[src/rtl/ps2_host_pkg.sv]
// Shared types and constants for the PS/2 host-to-device transmitter.
// Holds the FSM states, error codes, keyboard commands and frame helpers.
package ps2_host_pkg;

   typedef enum logic [2:0] {
      IDLE       = 3'd0,
      INHIBIT    = 3'd1,
      REQ        = 3'd2,
      WAIT_START = 3'd3,
      XFER       = 3'd4,
      ACK        = 3'd5,
      WAIT_IDLE  = 3'd6
   } ps2_state_t;

   localparam logic [1:0] ERR_NONE         = 2'd0;
   localparam logic [1:0] ERR_NO_START     = 2'd1;
   localparam logic [1:0] ERR_NACK         = 2'd2;
   localparam logic [1:0] ERR_XFER_TIMEOUT = 2'd3;

   localparam logic [7:0] CMD_SET_LEDS = 8'hED;
   localparam logic [7:0] CMD_RESET    = 8'hFF;
   localparam logic [7:0] CMD_ENABLE   = 8'hF4;

   // Wide enough for the 15 ms start timeout at 50 MHz.
   localparam int CNT_W = 20;

   function automatic logic odd_parity(input logic [7:0] data);
      return ~^data;
   endfunction

   // Bits shifted out after the start bit: data LSB first, parity, stop.
   function automatic logic [9:0] build_frame(input logic [7:0] data);
      return {1'b1, odd_parity(data), data};
   endfunction

endpackage

[src/rtl/ps2_line_sync.sv]
// Two-flop synchronizers for the PS/2 clock and data pins, plus a
// falling-edge flag on the synchronized clock. Shared with the receiver.
module ps2_line_sync (
   input  logic clk,
   input  logic rst_n,
   input  logic clk_pin,
   input  logic dat_pin,
   output logic clk_sync,
   output logic dat_sync,
   output logic clk_fall
);

   logic clk_meta_r;
   logic clk_sync_r;
   logic clk_prev_r;
   logic dat_meta_r;
   logic dat_sync_r;

   // Idle bus level is high, so the pipeline resets to 1 to avoid a false edge.
   always_ff @(posedge clk or negedge rst_n) begin
      if (!rst_n) begin
         clk_meta_r <= 1'b1;
         clk_sync_r <= 1'b1;
         clk_prev_r <= 1'b1;
         dat_meta_r <= 1'b1;
         dat_sync_r <= 1'b1;
      end else begin
         clk_meta_r <= clk_pin;
         clk_sync_r <= clk_meta_r;
         clk_prev_r <= clk_sync_r;
         dat_meta_r <= dat_pin;
         dat_sync_r <= dat_meta_r;
      end
   end

   assign clk_sync = clk_sync_r;
   assign dat_sync = dat_sync_r;
   assign clk_fall = clk_prev_r & ~clk_sync_r;

endmodule

[src/rtl/ps2_host_transmitter.sv]
// Host-to-device PS/2 byte transmitter: inhibits the bus, issues a request
// to send, shifts a frame out on device falling edges and checks the ack.
module ps2_host_transmitter
   import ps2_host_pkg::*;
#(
   parameter int INHIBIT_CYCLES = 6000,
   parameter int SETUP_CYCLES   = 250,
   parameter int START_TIMEOUT  = 750000,
   parameter int XFER_TIMEOUT   = 100000
) (
   input  logic       CLOCK_50,
   input  logic       resetn,
   input  logic       send_valid,
   input  logic [7:0] send_data,
   output logic       send_ready,
   input  logic       ps2_clk_in,
   input  logic       ps2_dat_in,
   output logic       ps2_clk_drive_low,
   output logic       ps2_dat_drive_low,
   output logic       busy,
   output logic       done,
   output logic       error,
   output logic [1:0] error_code
);

   localparam logic [CNT_W-1:0] INHIBIT_LAST = CNT_W'(INHIBIT_CYCLES - 1);
   localparam logic [CNT_W-1:0] SETUP_LAST   = CNT_W'(SETUP_CYCLES - 1);
   localparam logic [CNT_W-1:0] START_LAST   = CNT_W'(START_TIMEOUT - 1);
   localparam logic [CNT_W-1:0] XFER_LAST    = CNT_W'(XFER_TIMEOUT - 1);

   ps2_state_t       state_r;
   logic [CNT_W-1:0] cnt_r;
   logic [3:0]       bitcnt_r;
   logic [9:0]       frame_r;

   logic clk_sync_s;
   logic dat_sync_s;
   logic clk_fall_s;

   ps2_line_sync u_line_sync (
      .clk      (CLOCK_50),
      .rst_n    (resetn),
      .clk_pin  (ps2_clk_in),
      .dat_pin  (ps2_dat_in),
      .clk_sync (clk_sync_s),
      .dat_sync (dat_sync_s),
      .clk_fall (clk_fall_s)
   );

   // Transmit sequencer; every output is a flop so reset releases the pins at once.
   always_ff @(posedge CLOCK_50 or negedge resetn) begin
      if (!resetn) begin
         state_r           <= IDLE;
         cnt_r             <= {CNT_W{1'b0}};
         bitcnt_r          <= 4'd0;
         frame_r           <= 10'd0;
         send_ready        <= 1'b1;
         busy              <= 1'b0;
         done              <= 1'b0;
         error             <= 1'b0;
         error_code        <= ERR_NONE;
         ps2_clk_drive_low <= 1'b0;
         ps2_dat_drive_low <= 1'b0;
      end else begin
         done  <= 1'b0;
         error <= 1'b0;
         case (state_r)
            IDLE: begin
               if (send_valid) begin
                  frame_r           <= build_frame(send_data);
                  error_code        <= ERR_NONE;
                  cnt_r             <= {CNT_W{1'b0}};
                  bitcnt_r          <= 4'd0;
                  ps2_clk_drive_low <= 1'b1;
                  send_ready        <= 1'b0;
                  busy              <= 1'b1;
                  state_r           <= INHIBIT;
               end else begin
                  ps2_clk_drive_low <= 1'b0;
                  ps2_dat_drive_low <= 1'b0;
               end
            end
            INHIBIT: begin
               if (cnt_r == INHIBIT_LAST) begin
                  cnt_r             <= {CNT_W{1'b0}};
                  ps2_dat_drive_low <= 1'b1;
                  state_r           <= REQ;
               end else begin
                  cnt_r <= cnt_r + 1'b1;
               end
            end
            REQ: begin
               if (cnt_r == SETUP_LAST) begin
                  cnt_r             <= {CNT_W{1'b0}};
                  ps2_clk_drive_low <= 1'b0;
                  state_r           <= WAIT_START;
               end else begin
                  cnt_r <= cnt_r + 1'b1;
               end
            end
            WAIT_START: begin
               if (clk_fall_s) begin
                  ps2_dat_drive_low <= ~frame_r[0];
                  bitcnt_r          <= 4'd1;
                  cnt_r             <= {CNT_W{1'b0}};
                  state_r           <= XFER;
               end else if (cnt_r >= START_LAST) begin
                  ps2_clk_drive_low <= 1'b0;
                  ps2_dat_drive_low <= 1'b0;
                  error             <= 1'b1;
                  error_code        <= ERR_NO_START;
                  send_ready        <= 1'b1;
                  busy              <= 1'b0;
                  state_r           <= IDLE;
               end else begin
                  cnt_r <= cnt_r + 1'b1;
               end
            end
            XFER: begin
               // An edge in the expiry cycle still wins; >= catches the overshoot.
               if (clk_fall_s) begin
                  cnt_r <= cnt_r + 1'b1;
                  if (bitcnt_r == 4'd10) begin
                     state_r <= ACK;
                  end else begin
                     ps2_dat_drive_low <= ~frame_r[bitcnt_r];
                     bitcnt_r          <= bitcnt_r + 4'd1;
                  end
               end else if (cnt_r >= XFER_LAST) begin
                  ps2_clk_drive_low <= 1'b0;
                  ps2_dat_drive_low <= 1'b0;
                  error             <= 1'b1;
                  error_code        <= ERR_XFER_TIMEOUT;
                  send_ready        <= 1'b1;
                  busy              <= 1'b0;
                  state_r           <= IDLE;
               end else begin
                  cnt_r <= cnt_r + 1'b1;
               end
            end
            ACK: begin
               cnt_r <= cnt_r + 1'b1;
               if (!dat_sync_s) begin
                  state_r <= WAIT_IDLE;
               end else begin
                  ps2_clk_drive_low <= 1'b0;
                  ps2_dat_drive_low <= 1'b0;
                  error             <= 1'b1;
                  error_code        <= ERR_NACK;
                  send_ready        <= 1'b1;
                  busy              <= 1'b0;
                  state_r           <= IDLE;
               end
            end
            WAIT_IDLE: begin
               if (clk_sync_s && dat_sync_s) begin
                  done       <= 1'b1;
                  send_ready <= 1'b1;
                  busy       <= 1'b0;
                  state_r    <= IDLE;
               end else if (cnt_r >= XFER_LAST) begin
                  ps2_clk_drive_low <= 1'b0;
                  ps2_dat_drive_low <= 1'b0;
                  error             <= 1'b1;
                  error_code        <= ERR_XFER_TIMEOUT;
                  send_ready        <= 1'b1;
                  busy              <= 1'b0;
                  state_r           <= IDLE;
               end else begin
                  cnt_r <= cnt_r + 1'b1;
               end
            end
            default: begin
               ps2_clk_drive_low <= 1'b0;
               ps2_dat_drive_low <= 1'b0;
               send_ready        <= 1'b1;
               busy              <= 1'b0;
               state_r           <= IDLE;
            end
         endcase
      end
   end

endmodule

[config.mk]
export PLATFORM = sky130hd
export DESIGN_NAME = ps2_host_transmitter
export DESIGN_NICKNAME = d
export VERILOG_FILES = /design/src/rtl/ps2_host_pkg.sv /design/src/rtl/ps2_line_sync.sv /design/src/rtl/ps2_host_transmitter.sv
export SDC_FILE = /design/constraint.sdc
export NUM_CORES = 1
export LEC_CHECK = 0
export CORE_UTILIZATION = 48
export CTS_CLUSTER_DIAMETER = 30
export DETAILED_ROUTE_END_ITERATION = 7
export HOLD_SLACK_MARGIN = 0.06
export PLACE_DENSITY_LB_ADDON = 0.1
export SLEW_MARGIN = 15
export SYNTH_ARGS = -nofsm -noshare
export SYNTH_HDL_FRONTEND = slang
export SYNTH_HIERARCHICAL = 1
export SYNTH_SLANG_ARGS = --single-unit
[constraint.sdc]
create_clock -name CLOCK_50 -period 2 [get_ports CLOCK_50]
set_input_delay 0.3 -clock CLOCK_50 [delete_from_list [all_inputs] [get_ports CLOCK_50]]
set_output_delay 0.3 -clock CLOCK_50 [all_outputs]
set_load 0.01 [all_outputs]
After elaboration in Yosys (flattened, before gate mapping)
Cells that the tools add are included.
W data, S select, Z words.

storage, ports and cells
  bits in registers = 50
  bits of input ports = 13
  output and inout bits = 8
  logic and storage cells = 142

cells by class
  add/subtract/negate cells = 2
  magnitude comparators = 3
  eq/ne operators = 25
  multiplexer cells = 74
  bitwise logic cells = 7
  reductions and logical operators = 15

operators by type and width
  cell                     count
  $mux W20                 8
  $pmux W20 S7             1
  $mux W1                  35
  $mux W3                  10
  $ne A2 B2 Y1 const B     11
  $pmux W3 S7              1
  $reduce_and A7 Y1        3
  $add A20 B1 Y20 const B  1
  $eq A20 B13 Y1 const B   1
  $eq A20 B8 Y1 const B    1
  $ge A20 B17 Y1 const B   1
  $ge A20 B20 Y1 const B   1
  $mux W4                  4
  $mux W2                  7
  $pmux W1 S7              2
  $ne A3 B3 Y1 const B     4
  $pmux W1 S6              2
  $pmux W4 S3              1
  $pmux W2 S5              1
  $reduce_and A5 Y1        2
  $eq A3 B3 Y1 const B     3
  $reduce_xnor A8 Y1       1
  $reduce_bool A7 Y1       1
  $eq A3 B2 Y1 const B     2
  17 further kinds         22

Logic depth before layout (Yosys ltp)
  depth in word-level cells = 6
  depth in mapped cells = 10
  gate-level depth less buffers = 8

Hierarchy
The synthesis kept the hierarchy.

by module, submodules not included
  module                times used  cells each  area each (um^2)  seq. area each (um^2)
  ps2_host_transmitter  1           326         2,969.1           1,127.3
  ps2_line_sync         1           6           145.1             131.4

Least setup slack after synthesis
OpenSTA, ideal clock, no wires.

  kind = flip-flop to flip-flop
  start = reg cnt_r[0]
  end = reg cnt_r[5]
  library setup time = 126 ps
  data arrival time = 2,048 ps
  data required time = 1,874 ps
  slack = -174 ps
  cell stages (with the launch flop) = 9
  buffers on the path = 1
  clock period less this slack = 2,174 ps
  cells stage by stage = dfrtp_1 > ha_1 > nand3_2 > or4_4 > o21ai_4 > o211ai_4 > and2_4 > buf_6 > a221o_1

on the way
  cells in the longest elaborated chain, start to end = 4
  elaborated cells on any way between the ends = 15
  classes of those cells = 1 x add/sub; 2 x order compare; 3 x eq/ne; 8 x mux; 1 x reduce/logical

RTL lines
  item                                                      RTL line                                                                               RTL
  from (decl)                                               ps2_host_transmitter.sv:32                                                             logic [CNT_W-1:0] cnt_r;
  from (signal assigned)                                    ps2_host_transmitter.sv:54                                                             cnt_r <= {CNT_W{1'b0}};
  from (signal assigned)                                    ps2_host_transmitter.sv:72                                                             cnt_r <= {CNT_W{1'b0}};
  from (signal assigned)                                    ps2_host_transmitter.sv:85                                                             cnt_r <= {CNT_W{1'b0}};
  $add A20 B1 Y20 / $ge A20 B17 Y1 (equally long branches)  -
  $mux W20 (on tied branches)                               ps2_host_transmitter.sv:129, ps2_host_transmitter.sv:161, ps2_host_transmitter.sv:107
  $mux W20 (on tied branches)                               ps2_host_transmitter.sv:156, ps2_host_transmitter.sv:102, ps2_host_transmitter.sv:121
  $pmux W20 S7                                              ps2_host_transmitter.sv:67                                                             case (state_r)

Several ways; a longest one is shown, not always the timed one. The select of a mux whose other input is x is not followed.
A chain may end at the register's enable or synchronous reset.

Worst setup path after layout
  start = reg cnt_r[1]
  end = reg cnt_r[3]

Same word-level chain as after synthesis.

==> flow_summary.json <==
{
  "yosysUniqueCellTypes": 74,
  "synth_seq_cells": 50,
  "hold_violations": 0,
  "min_path_type": "flip-flop to flip-flop",
  "clkSinkCount": 50,
  "chipWidth_um": 82.6,
  "finalPower_mw": 1.95,
  "clock_path_buffers": 2,
  "synth.area.top_cells": "dfrtp_1, dfstp_2, nand2_1",
  "rows": 28,
  "numPortBuffers": 20,
  "start_kind": "flip-flop",
  "gr-total-overflow": 0,
  "seq_area_frac_synth_pct": 40.4,
  "ant_nets": 0,
  "syn_nets": 349,
  "r2r_slack_ns": -0.18,
  "postSynth.asyncResetShare_pct": 100,
  "synth_edf_count": 0,
  "p_leak_nw": 2.03,
  "grt_pass1_vias": 3062,
  "drt_pass1_iterations": 5,
  "powerDensity_nw_per_um2": 416,
  "critPathMaxFanout": 5,
  "syn_area_um2": 3110,
  "dieArea_um2": 6810,
  "cts_made_buffers": 5,
  "io_pins": 21,
  "rr_startpoint": "cnt_r[1]$_DFFE_PN0P_",
  "synth_top_area_cell": "dfrtp_1",
  "drc": 0,
  "fin_cells": 521,
  "synth_top_cell_area_share_pct": 35.4,
  "reg2reg_depth": 9,
  "path_class": "flip-flop to flip-flop",
  "cp-end-kind": "flip-flop",
  "wire_per_inst_um": 18.9,
  "n_antenna_cell": 0,
  "clkLatencyLatePin_ns": 0.32,
  "core_um2": 6100,
  "avgSynthCellArea_um2": 9.38,
  "setup_violations": 26,
  "fmax_mhz": 458,
  "gp_routability_congestion": 0.954,
  "tightest_slew_ns": 0.540,
  "cts.htree.levels": 2,
  "rr_endpoint": "cnt_r[3]$_DFFE_PN0P_",
  "grt_pass1_wl_um": 14500,
  "violations": "negative setup slack",
  "syn2layout_area_growth_pct": 50.4,
  "fin_nets": 462,
  "die_y_um": 82.6,
  "cts_root_buf": "clkbuf_8",
  "irDropWorstVdd_mv": 0.369,
  "grt_usage_pct": 28.4,
  "vias": 3196,
  "worstHoldStart": "u_line_sync/dat_meta_r$_DFF_PN1_",
  "hold_depth": 0,
  "initial_core_util_pct": 51.1,
  "dp_hpwl_um": 6300,
  "grt_start_max_net_pins": 31,
  "via_per_inst": 6.13,
  "clk_pin_slew_ns": 0.09,
  "drive_above_1_share_pct": 43.3,
  "placement.setup.worst_slack_ns": -0.183,
  "dp.cells": 496,
  "maxSlewHeadroom_pct": 64.0,
  "arrival_ns": 2.38,
  "fin_skew_ns": 0.0151,
  "period_needed_ns": 2.18,
  "cts_tree": "built",
  "fin_ws_ns": -0.182,
  "status": "finished with violations",
  "required_ns": 2.20,
  "rsz0062_at_grt": "true",
  "synthFlopType": "dfrtp_1",
  "antenna_found_initial": 0,
  "wl_um": 9820,
  "report.final.slew_viol_count": 0,
  "drt_iter0_markers": 239,
  "synth_warnings": 6,
  "nFillCells": 393,
  "min_to": "u_line_sync/dat_sync$_DFF_PN1_",
  "drv_cap": 0,
  "syn-instance-count": 332,
  "post-route-period-util_pct": 109
}
[Yosys cell counts (all sizes together), types with 2 or more instances]
cell and n:
dfrtp 44, nand2 33, mux4 2, nor3 13, mux2i 2, o21ai 19
nand3b 4, or2 3, inv 13, nand4 6, or4 4, o41ai 2
clkbuf 7, ha 4, o221ai 2, dfstp 6, o22ai 4, a21boi 2
o31ai 3, o311ai 3, and2 3, xnor2 7, nor2b 5, o21a 2
nand3 16, buf 11, o211ai 4, mux2 10, nor2 21, a22o 5
and3 2, a221o 2, a21oi 19, a31oi 3, a21o 8, nand2b 8
nor4b 3, o2bb2ai 5
[through the flow]
stage	cell area [um2]	hold slack [ns]	utilization (%)	TNS, ns
final	4680	0.361	76.8	-3.13
after global routing	4680	0.365	76.8	-4.94
after CTS	4340	0.362	71.2	-1.75
after detailed placement	4000	0.307	65.6	-2.66
after global placement	4000	0.302	65.6	-1.82
after floorplan	3130	0.00441	-	-0.813
[worst max-delay path: stages (launching register included)]
cell	delay, ns
dfrtp_1	0.43
ha_4	0.18
nand3_4	0.11
buf_4	0.17
o221ai_4	0.19
a41o_2	0.28
o211ai_4	0.14
and2_4	0.22
buf_12	0.13
a22o_1	0.20
[power by group]
| part | leakage, nW | switching, mW | internal, mW |
|---|---|---|---|
| sequential | 0.584 | 0.0133 | 1.03 |
| combinational | 1.39 | 0.0577 | 0.0676 |
| clock | 0.0618 | 0.365 | 0.412 |
[worst max-delay path by stage]
stage	cells after the start	slack, ns	to	startpoint
floorplan	8	-0.13	cnt_r[5]$_DFFE_PN0P_	cnt_r[0]$_DFFE_PN0P_
global placement	7	-0.15	cnt_r[10]$_DFFE_PN0P_	send_valid
detailed placement	9	-0.18	cnt_r[5]$_DFFE_PN0P_	cnt_r[1]$_DFFE_PN0P_
CTS	8	-0.13	cnt_r[5]$_DFFE_PN0P_	cnt_r[1]$_DFFE_PN0P_
global route	9	-0.25	cnt_r[4]$_DFFE_PN0P_	cnt_r[0]$_DFFE_PN0P_
finish	9	-0.18	cnt_r[3]$_DFFE_PN0P_	cnt_r[1]$_DFFE_PN0P_
[state kept, by name, summed over array words and instances (netlist names)]
signal                  cells
u_line_sync/clk_meta_r      1
u_line_sync/clk_sync        1
ps2_dat_drive_low           1
ps2_clk_drive_low           1
bitcnt_r                    4
frame_r                    10
u_line_sync/clk_prev_r      1
error                       1
error_code                  2
done                        1
busy                        1
send_ready                  1
cnt_r                      20
state_r                     3
u_line_sync/dat_meta_r      1
u_line_sync/dat_sync        1
[layer usage]
| metal | track usage [%] | wire (um) | vias up |
|---|---|---|---|
| li1 | - | - | 1459 |
| met1 | 37.6 | 4100 | 1558 |
| met2 | 45.6 | 4680 | 139 |
| met3 | 5.71 | 735 | 40 |
| met4 | 10.9 | 311 | 0 |
| met5 | 0 | 0 | - |
[cell usage in the layout, fill, tap and decap left out, drive strengths merged, types with 4 or more instances in the layout]
cell type	count
dfstp	6
or4	4
nand4	6
o2bb2ai	5
o21ai	19
a22o	5
inv	14
o211ai	4
ha	4
nor3	13
dfrtp	44
a21o	8
xnor2	7
clkdlybuf4s50	19
clkbuf	6
nor2	21
buf	104
nand3b	4
a21oi	19
o22ai	4
nand2b	8
mux2	10
nor2b	5
nand2	33
nand3	16
[kinds of logic (layout without fill, tap and decap cells)]
family | Yosys count | in the layout | synth area share (%)
DFF | 50 | 50 | 40.4
and+or+nand+nor | 130 | 130 | 22.7
xor gates and xnor gates | 7 | 7 | 1.97
adders and majority gates | 4 | 4 | 1.61
AOI/OAI and AO/OA | 96 | 96 | 22.9
buffers and inverters | 31 | 145 | 4.70
muxes | 14 | 14 | 5.71
[area by class of cell]
class | instances | area [um2] | area share [%]
clock buffers | 6 | 82.6 | 1.76
clock inverters | 2 | 38.8 | 0.828
inverters | 13 | 48.8 | 1.04
multi-input cells | 251 | 2090 | 44.6
flip-flops and latches | 50 | 1260 | 26.9
well taps | 75 | 93.8 | 2.00
repair buffers | 124 | 1070 | 22.8
[what timing repair did]
action,4_1_cts,5_1_grt
buffers inserted,9,7
gates resized for setup,24,59
endpoints found under the hold margin,20,0
endpoints found under the setup margin,27,29
hold buffers,1,0
pin swaps,9,12
No activity file was read; power rests on OpenSTA's default activity.
